<file path="config.mk">
export PLATFORM = sky130hd
export DESIGN_NAME = knn_majority_vote
export DESIGN_NICKNAME = d
export VERILOG_FILES = /design/src/rtl/knn_majority_vote.sv
export SDC_FILE = /design/constraint.sdc
export NUM_CORES = 1
export LEC_CHECK = 0
export CAP_MARGIN = 5
export CORE_AREA = 2 2 57 113
export CTS_CLUSTER_SIZE = 8
export DETAILED_ROUTE_END_ITERATION = 6
export DIE_AREA = 0 0 59 115
export PLACE_DENSITY = 0.69
export SYNTH_ARGS = -nofsm -noshare
export SYNTH_HDL_FRONTEND = slang
export SYNTH_SLANG_ARGS = --single-unit
</file>
<file path="constraint.sdc">
create_clock -name clk -period 2.89 [get_ports clk]
set_input_delay 0.578 -clock clk [delete_from_list [all_inputs] [get_ports clk]]
set_output_delay 0.578 -clock clk [all_outputs]
set_load 0.03 [all_outputs]
</file>
<file path="src/rtl/knn_majority_vote.sv">
`default_nettype none
// ============================================================================
// Module      : knn_majority_vote
// Description : Sequential K-nearest-neighbour majority voter. An accepted,
//               nearest-first label list is counted one entry per cycle into
//               per-class vote counters. The counters are then scanned one
//               class per cycle. The class with the most votes wins. On a
//               tie, the class whose nearest member ranks closest wins.
// Ports       : clk                       - clock
//               rst                       - synchronous active-high reset
//               valid_sort                - sorted list available (IDLE only)
//               k_nearest_neighbours_type - packed labels, entry 0 nearest
//               inferred_type             - winning class, held until next
//               inference_done            - one-cycle result strobe
//               winner_votes              - vote count of the winner
//               busy                      - high whenever not IDLE
// Revision    : 1.0 - initial release
// ============================================================================
module knn_majority_vote #(
    parameter int K      = 5,
    parameter int TYPE_W = 2
) (
    input  logic                       clk,
    input  logic                       rst,
    input  logic                       valid_sort,
    input  logic [TYPE_W*K-1:0]        k_nearest_neighbours_type,
    output logic [TYPE_W-1:0]          inferred_type,
    output logic                       inference_done,
    output logic [$clog2(K+1)-1:0]     winner_votes,
    output logic                       busy
);

    localparam int NUM_CLASSES = 2 ** TYPE_W;
    localparam int CNT_W       = $clog2(K + 1);
    localparam int RANK_W      = (K > 1) ? $clog2(K) : 1;

    localparam logic [1:0] S_IDLE  = 2'd0;
    localparam logic [1:0] S_COUNT = 2'd1;
    localparam logic [1:0] S_SCAN  = 2'd2;
    localparam logic [1:0] S_DONE  = 2'd3;

    logic [1:0]           r_state;
    logic [1:0]           w_state_next;

    // Latched list, shifted right one entry per COUNT cycle so the entry
    // being counted is always in the low bits.
    logic [TYPE_W*K-1:0]  r_list;
    logic [RANK_W-1:0]    r_entry_idx;
    logic [TYPE_W-1:0]    r_class_idx;

    logic [CNT_W-1:0]     r_cnt  [NUM_CLASSES];
    logic [RANK_W-1:0]    r_rank [NUM_CLASSES];

    logic                 r_best_valid;
    logic [TYPE_W-1:0]    r_best_class;
    logic [CNT_W-1:0]     r_best_cnt;
    logic [RANK_W-1:0]    r_best_rank;

    logic [TYPE_W-1:0]    w_label;
    logic                 w_last_entry;
    logic                 w_last_class;
    logic [CNT_W-1:0]     w_scan_cnt;
    logic [RANK_W-1:0]    w_scan_rank;
    logic                 w_take;

    assign w_label      = r_list[TYPE_W-1:0];
    assign w_last_entry = (r_entry_idx == RANK_W'(K - 1));
    assign w_last_class = &r_class_idx;
    assign w_scan_cnt   = r_cnt[r_class_idx];
    assign w_scan_rank  = r_rank[r_class_idx];

    // Class under scan replaces the running best on more votes, or on equal
    // votes with a nearer first occurrence. Empty classes never win.
    assign w_take = (w_scan_cnt != '0) &&
                    (!r_best_valid ||
                     (w_scan_cnt > r_best_cnt) ||
                     ((w_scan_cnt == r_best_cnt) && (w_scan_rank < r_best_rank)));

    // ------------------------------------------------------------------
    // FSM: state register
    // ------------------------------------------------------------------
    always_ff @(posedge clk) begin
        if (rst) begin
            r_state <= S_IDLE;
        end else begin
            r_state <= w_state_next;
        end
    end

    // ------------------------------------------------------------------
    // FSM: next-state logic
    // ------------------------------------------------------------------
    always_comb begin
        w_state_next = r_state;
        case (r_state)
            S_IDLE:  if (valid_sort)   w_state_next = S_COUNT;
            S_COUNT: if (w_last_entry) w_state_next = S_SCAN;
            S_SCAN:  if (w_last_class) w_state_next = S_DONE;
            S_DONE:                    w_state_next = S_IDLE;
            default:                   w_state_next = S_IDLE;
        endcase
    end

    // ------------------------------------------------------------------
    // FSM: outputs
    // ------------------------------------------------------------------
    always_comb begin
        busy           = 1'b0;
        inference_done = 1'b0;
        if (r_state != S_IDLE) busy           = 1'b1;
        if (r_state == S_DONE) inference_done = 1'b1;
    end

    // ------------------------------------------------------------------
    // Datapath
    // ------------------------------------------------------------------
    always_ff @(posedge clk) begin
        if (rst) begin
            r_list        <= '0;
            r_entry_idx   <= '0;
            r_class_idx   <= '0;
            r_best_valid  <= 1'b0;
            r_best_class  <= '0;
            r_best_cnt    <= '0;
            r_best_rank   <= '0;
            inferred_type <= '0;
            winner_votes  <= '0;
            for (int c = 0; c < NUM_CLASSES; c++) begin
                r_cnt[c]  <= '0;
                r_rank[c] <= RANK_W'(K - 1);
            end
        end else begin
            case (r_state)
                S_IDLE: begin
                    if (valid_sort) begin
                        r_list      <= k_nearest_neighbours_type;
                        r_entry_idx <= '0;
                        for (int c = 0; c < NUM_CLASSES; c++) begin
                            r_cnt[c]  <= '0;
                            r_rank[c] <= RANK_W'(K - 1);
                        end
                    end
                end
                S_COUNT: begin
                    r_cnt[w_label] <= r_cnt[w_label] + CNT_W'(1);
                    // A zero counter means this is the label's first
                    // (nearest) occurrence.
                    if (r_cnt[w_label] == '0) begin
                        r_rank[w_label] <= r_entry_idx;
                    end
                    r_list      <= r_list >> TYPE_W;
                    r_entry_idx <= r_entry_idx + RANK_W'(1);
                    if (w_last_entry) begin
                        r_class_idx  <= '0;
                        r_best_valid <= 1'b0;
                    end
                end
                S_SCAN: begin
                    if (w_take) begin
                        r_best_valid <= 1'b1;
                        r_best_class <= r_class_idx;
                        r_best_cnt   <= w_scan_cnt;
                        r_best_rank  <= w_scan_rank;
                    end
                    r_class_idx <= r_class_idx + TYPE_W'(1);
                    // Publish on the last scan step, folding in that final
                    // comparison, so results are visible in the DONE cycle.
                    if (w_last_class) begin
                        inferred_type <= w_take ? r_class_idx : r_best_class;
                        winner_votes  <= w_take ? w_scan_cnt  : r_best_cnt;
                    end
                end
                default: begin
                end
            endcase
        end
    end

endmodule
`default_nettype wire

</file>
# Yosys cells after proc, flatten, opt, wreduce, memory -nomap -nowiden
# Memories as Yosys holds them, arrays and structs flattened. A register that Yosys moved wholly into a read port is not among the register bits.
# Cells that the tools add are included.
[totals]
reg_bits = 31
ramBits = 24
output_inout_bits = 7
memories = 2
[memory_table]
columns = ["name", "words", "width", "rd", "rd_ports_with_merged_regs", "wr", "line_no", "source"]
rows = [
  ["r_cnt", 4, 3, 2, 2, 4, "51", "logic [CNT_W-1:0] r_cnt [NUM_CLASSES];"],
  ["r_rank", 4, 3, 1, 1, 4, "52", "logic [RANK_W-1:0] r_rank [NUM_CLASSES];"],
]
[classes]
add_sub_neg = 3
n_lt_le_gt_ge = 2
n_eq_ne = 9
mux = 50
bitwise = 8
n_reduce_logical = 20
[ops]
columns = ["op", "n"]
rows = [
  ["3-bit two-way mux", 12],
  ["2-bit two-way mux", 13],
  ["10-bit case mux with 2 select lines", 1],
  ["1-bit two-way mux", 19],
  ["10-bit two-way mux", 1],
  ["3-bit AND reduction", 3],
  ["2-bit != test, second input constant", 4],
  ["1-bit OR", 8],
  ["2-bit case mux with 4 select lines", 1],
  ["2-bit AND reduction", 4],
  ["3-bit by 1-bit adder with 3-bit output, second input constant", 2],
  ["3-bit case mux with 2 select lines", 1],
  ["2-bit nonzero test", 3],
  ["3-bit OR reduction", 2],
  ["2-bit equality test, second input constant", 2],
  ["2-bit case mux with 2 select lines", 1],
  ["3-bit equality test", 1],
  ["3-bit equality test, second input constant", 1],
  ["3-bit greater-than comparator", 1],
  ["3-bit zero test", 1],
  ["3-bit less-than comparator", 1],
  ["3-bit nonzero test", 1],
  ["2-bit by 1-bit adder with 2-bit output, second input constant", 1],
  ["2-bit by 1-bit equality test with 1-bit output, second input constant", 1],
  ["5 further kinds", 7],
]

# Longest topological paths before layout
[depth]
word_depth = 7
depth_mapped = 10
mapped_depth_nobuf = 8

# Worst setup path before layout
# No wires, ideal clock.
[synth_timing]
path_type = "reg-to-reg"
startpoint = "register (tool-made name)"
endpoint = "register inferred_type[0]"
t_arrival_ns = 2.363
required_ns = 2.816
path_slack_ns = 0.453
path_stages_with_launch = 11
n_path_buf = 2
cell_sequence = "dfxtp_1 buf_6 mux4_1 inv_1 ha_1 nand2b_1 a31oi_1 o21a_1 clkbuf_1 o21ai_1 a31oi_1"
[synth_rtl]
columns = ["item", "line_no", "source"]
rows = [
  ["to (signal assigned)", "169", "inferred_type <= w_take ? r_class_idx : r_best_class;"],
  ["to (decl)", "27", "output logic [TYPE_W-1:0] inferred_type,"],
]

==> flow_summary.toml <==
[run_status]
status = "finished, final reports clean"

[final_layout]
share_of_layout_cells_above_drive_strength_1_pct = 12.66
layout.cells.most_common_list = "sky130_fd_sc_hd__nor2_1 (34), sky130_fd_sc_hd__dfxtp_1 (34), sky130_fd_sc_hd__edfxtp_1 (24), sky130_fd_sc_hd__clkdlybuf4s50_1 (19), sky130_fd_sc_hd__a21oi_1 (17)"
syn_to_final_growth_pct = 18.45
fillers = 501
design_area_um2 = 3438
antennaDiodeCount = 0
stdcell_count = 371
layout.nets = 330

[floorplan]
ioPinCount = 20
fp.dieArea_um2 = 6785
die_w_um = 59
floorplan.die.height_um = 115
core_area_um2 = 5906
std_cell_rows = 40
start_util_pct = 49.15

[run]
max_cap_viol = 0

[synthesis]
ys_ff_latch = 59
synth-seq-area-share_pct = 48.97
synth_nets = 308
synth.avg_cell_area_um2 = 10.33
synthDistinctLibCells = 44
number_of_instances_in_the_synthesized_netlist = 281
mappedNetlistArea_um2 = 2903
synth-warning-count = 0

[sta]
max-slew-margin-rel_pct = 51.52
timing.clock.skew_ps = 6.436
fin_setup_tns_ps = 0
rsz_0062_raised_after_global_routing = "false"
final-setup-viol-count = 0
final_hold_viol_count = 0
worst_pin_slew_ps = 727.2
final.hold.worst_slack_ps = 468.5
clock.fmax_mhz = 379.3
report.final.slew_viol_count = 0
post-route-min-period_ps = 2637
timing.final.crit_share_pct = 91.23

[setup_path]
path_cells = "mux4_2 -> ha_1 -> nand3_1 -> a311o_1 -> or2_1 -> a31oi_1 -> a21oi_1"
critPathBufInv = 0
criticalPathCategory = "reg2reg"
crit_family = "compound AO/OA/AOI/OAI gates"
crit_slowest_cell = "sky130_fd_sc_hd__mux4_2"
worstPathRequired_ps = 3100
longest_individual_stage_delay_on_the_worst_path_ps = 590
critical_path.max_fanout = 9
setup.worst_path.start_class = "flip-flop"
worst-endpoint-arrival_ps = 2840
worst_setup_path_end_kind = "flip-flop"

[placed_design]
numPortBuffers = 19
numPlacedInstances = 355
place.gp.congestion = 0.9128
post-dp-hpwl_mm = 4.475
dpl_cell_area_um2 = 3152

[route]
via_per_inst = 5.887
route.vias.total = 2184
detailedRoute.firstIterationViolations = 83
finalWirelength_mm = 6.166
detailed_routing_iterations_pass_1 = 4
avgRoutedWirePerCell_um = 16.62
drc = 0
route.antenna.remaining_nets = 0

[min_path]
holdCritPathClass = "reg2reg"
hold_path.startpoint = "r_list[8]"

[clock_network]
cts_made_buffers = 9
ctsHoldBuffers = 0
worst_setup_hold_path_clk_slew_ps = 50
clock_sinks = 59
post_cts_resized = 0
clock_tree.root_cell = "sky130_fd_sc_hd__clkbuf_16"
tritoncts = "done"
cts_post_setup_buffers_inserted = 0
clock_insertion_delay_worst_skew_ps = 330
h-tree-depth = 3
bufs_on_longest_clock_path = 2

[global_route]
number_of_global_route_vias_before_repair = 2211
track_usage_pct = 20.76
grt_pass1_wl_mm = 10.41
overflow = 0
initial_antenna_violation_count = 0
maximum_number_of_pins_on_one_net_before_global_route_repair = 30

[power]
static-leakage-power_nw = 1.240
max-vdd-ir-drop_uv = 649.2
powerDensity_nw_per_um2 = 993.0
==> sequential cells by signal (all words and copies together), names as in the netlist, named ones only <==
signal	flops
r_rank	12
inferred_type	2
r_best_cnt	3
r_class_idx	2
r_cnt	12
r_best_class	2
winner_votes	3
r_best_rank	3
r_entry_idx	3
r_best_valid	1
r_state	2
r_list	10
==> per-stage QoR <==
step | setup slack (ps) | util, % | power [W]
after floorplan | 452.9 | - | 0.002103
after global placement | 197.2 | 53.37 | 0.002363
after detailed placement | 106.8 | 53.37 | 0.002420
after CTS | 104.8 | 58.18 | 0.003426
after global routing | 131.6 | 58.22 | 0.003625
final | 253.4 | 58.22 | 0.003414
==> routing by layer <==
layer  track usage, %  vias to the layer above  part of all wire, %
met2            33.56                       39                   53
met3            6.074                       13                  3.1
met4            9.848                        0                  2.5
li1                 -                     1087                    -
met5                0                        -                    0
met1            24.85                     1045                   42
==> path summary, 6_finish.rpt <==
| check | to | slack [ps] | depth (start not counted) |
|---|---|---|---|
| setup / recovery | winner_votes[2] | 250 | 7 |
| hold / removal | r_list[8] | 470 | 2 |
| setup reg to reg | winner_votes[2] | 250 | 7 |
| hold reg to reg | r_list[8] | 470 | 2 |
==> final cells by class <==
type                       count  area, um^2  share of cell area (%)
multi-input combinational    190        1346                   39.16
inverter                      17       63.81                   1.856
clock buffer                  14       274.0                   7.969
clock inverter                 2       10.01                  0.2911
sequential                    59        1423                   41.38
tap                           63       78.83                   2.293
timing repair buffer          26       242.7                   7.060
==> cells in the mapped netlist <==
| cell type | number | area (um^2) |
|---|---|---|
| sky130_fd_sc_hd__dfxtp_1 | 35 | 700.7 |
| sky130_fd_sc_hd__nor2_1 | 34 | 127.6 |
| sky130_fd_sc_hd__edfxtp_1 | 24 | 720.7 |
| sky130_fd_sc_hd__a21oi_1 | 17 | 85.08 |
| sky130_fd_sc_hd__inv_1 | 16 | 60.06 |
| sky130_fd_sc_hd__ha_1 | 14 | 175.2 |
| sky130_fd_sc_hd__nand2_1 | 12 | 45.04 |
| sky130_fd_sc_hd__o21ai_1 | 12 | 60.06 |
| sky130_fd_sc_hd__nand3_1 | 11 | 55.05 |
| sky130_fd_sc_hd__mux2i_1 | 10 | 100.1 |
| sky130_fd_sc_hd__a211oi_1 | 9 | 67.56 |
| sky130_fd_sc_hd__clkbuf_1 | 9 | 33.78 |
| sky130_fd_sc_hd__nor3_1 | 9 | 45.04 |
| sky130_fd_sc_hd__o21ai_0 | 9 | 45.04 |
| sky130_fd_sc_hd__mux4_2 | 7 | 157.7 |
| sky130_fd_sc_hd__a31oi_1 | 6 | 37.54 |
| sky130_fd_sc_hd__or3_1 | 6 | 37.54 |
| sky130_fd_sc_hd__nand4_1 | 4 | 25.02 |
| sky130_fd_sc_hd__buf_1 | 3 | 11.26 |
| sky130_fd_sc_hd__nand2b_1 | 3 | 18.77 |
| sky130_fd_sc_hd__o32ai_1 | 3 | 26.28 |
| sky130_fd_sc_hd__a21o_1 | 2 | 15.01 |
| sky130_fd_sc_hd__a22oi_1 | 2 | 15.01 |
| sky130_fd_sc_hd__buf_6 | 2 | 22.52 |
| sky130_fd_sc_hd__mux2_2 | 2 | 22.52 |
| sky130_fd_sc_hd__o31ai_1 | 2 | 15.01 |
| sky130_fd_sc_hd__a311o_1 | 1 | 10.01 |
| sky130_fd_sc_hd__a32oi_1 | 1 | 8.760 |
| sky130_fd_sc_hd__and2_0 | 1 | 6.260 |
| sky130_fd_sc_hd__buf_2 | 1 | 5.000 |
| sky130_fd_sc_hd__inv_2 | 1 | 3.750 |
| sky130_fd_sc_hd__mux4_1 | 1 | 26.28 |
| sky130_fd_sc_hd__nand3b_1 | 1 | 7.510 |
| sky130_fd_sc_hd__nor2_4 | 1 | 11.26 |
| sky130_fd_sc_hd__nor2b_1 | 1 | 6.260 |
| sky130_fd_sc_hd__nor3_2 | 1 | 10.01 |
| sky130_fd_sc_hd__o211a_2 | 1 | 10.01 |
| sky130_fd_sc_hd__o211ai_1 | 1 | 7.510 |
| sky130_fd_sc_hd__o211ai_4 | 1 | 21.27 |
| sky130_fd_sc_hd__o21a_1 | 1 | 7.510 |
| sky130_fd_sc_hd__o21ai_2 | 1 | 8.760 |
| sky130_fd_sc_hd__o31ai_2 | 1 | 12.51 |
| sky130_fd_sc_hd__or2_1 | 1 | 6.260 |
| sky130_fd_sc_hd__xnor2_1 | 1 | 8.760 |
==> kinds of logic after synthesis <==
kind of cell    Yosys count  synth area share [%]
buf+inv                  32                 4.698
mux                      20                 10.56
compound gates           70                 15.60
simple gates             85                 13.84
fa+ha+maj                14                 6.035
flops                    59                 48.97
xor+xnor                  1                0.3018
==> power by group <==
group          switching, W  total (W)  internal [W]  leakage, nW
Combinational      0.000736    0.00120      0.000463        0.564
Sequential         0.000147    0.00122       0.00108        0.533
Clock              0.000345   0.000992      0.000646        0.143
==> tightest hold or removal path, cell delays in order, from the launching register on <==
cell and delay [ps]:
sky130_fd_sc_hd__dfxtp_1 310, sky130_fd_sc_hd__nand2_1 50, sky130_fd_sc_hd__a21oi_1 50
Note: power is estimated with default switching activity, not from simulation.
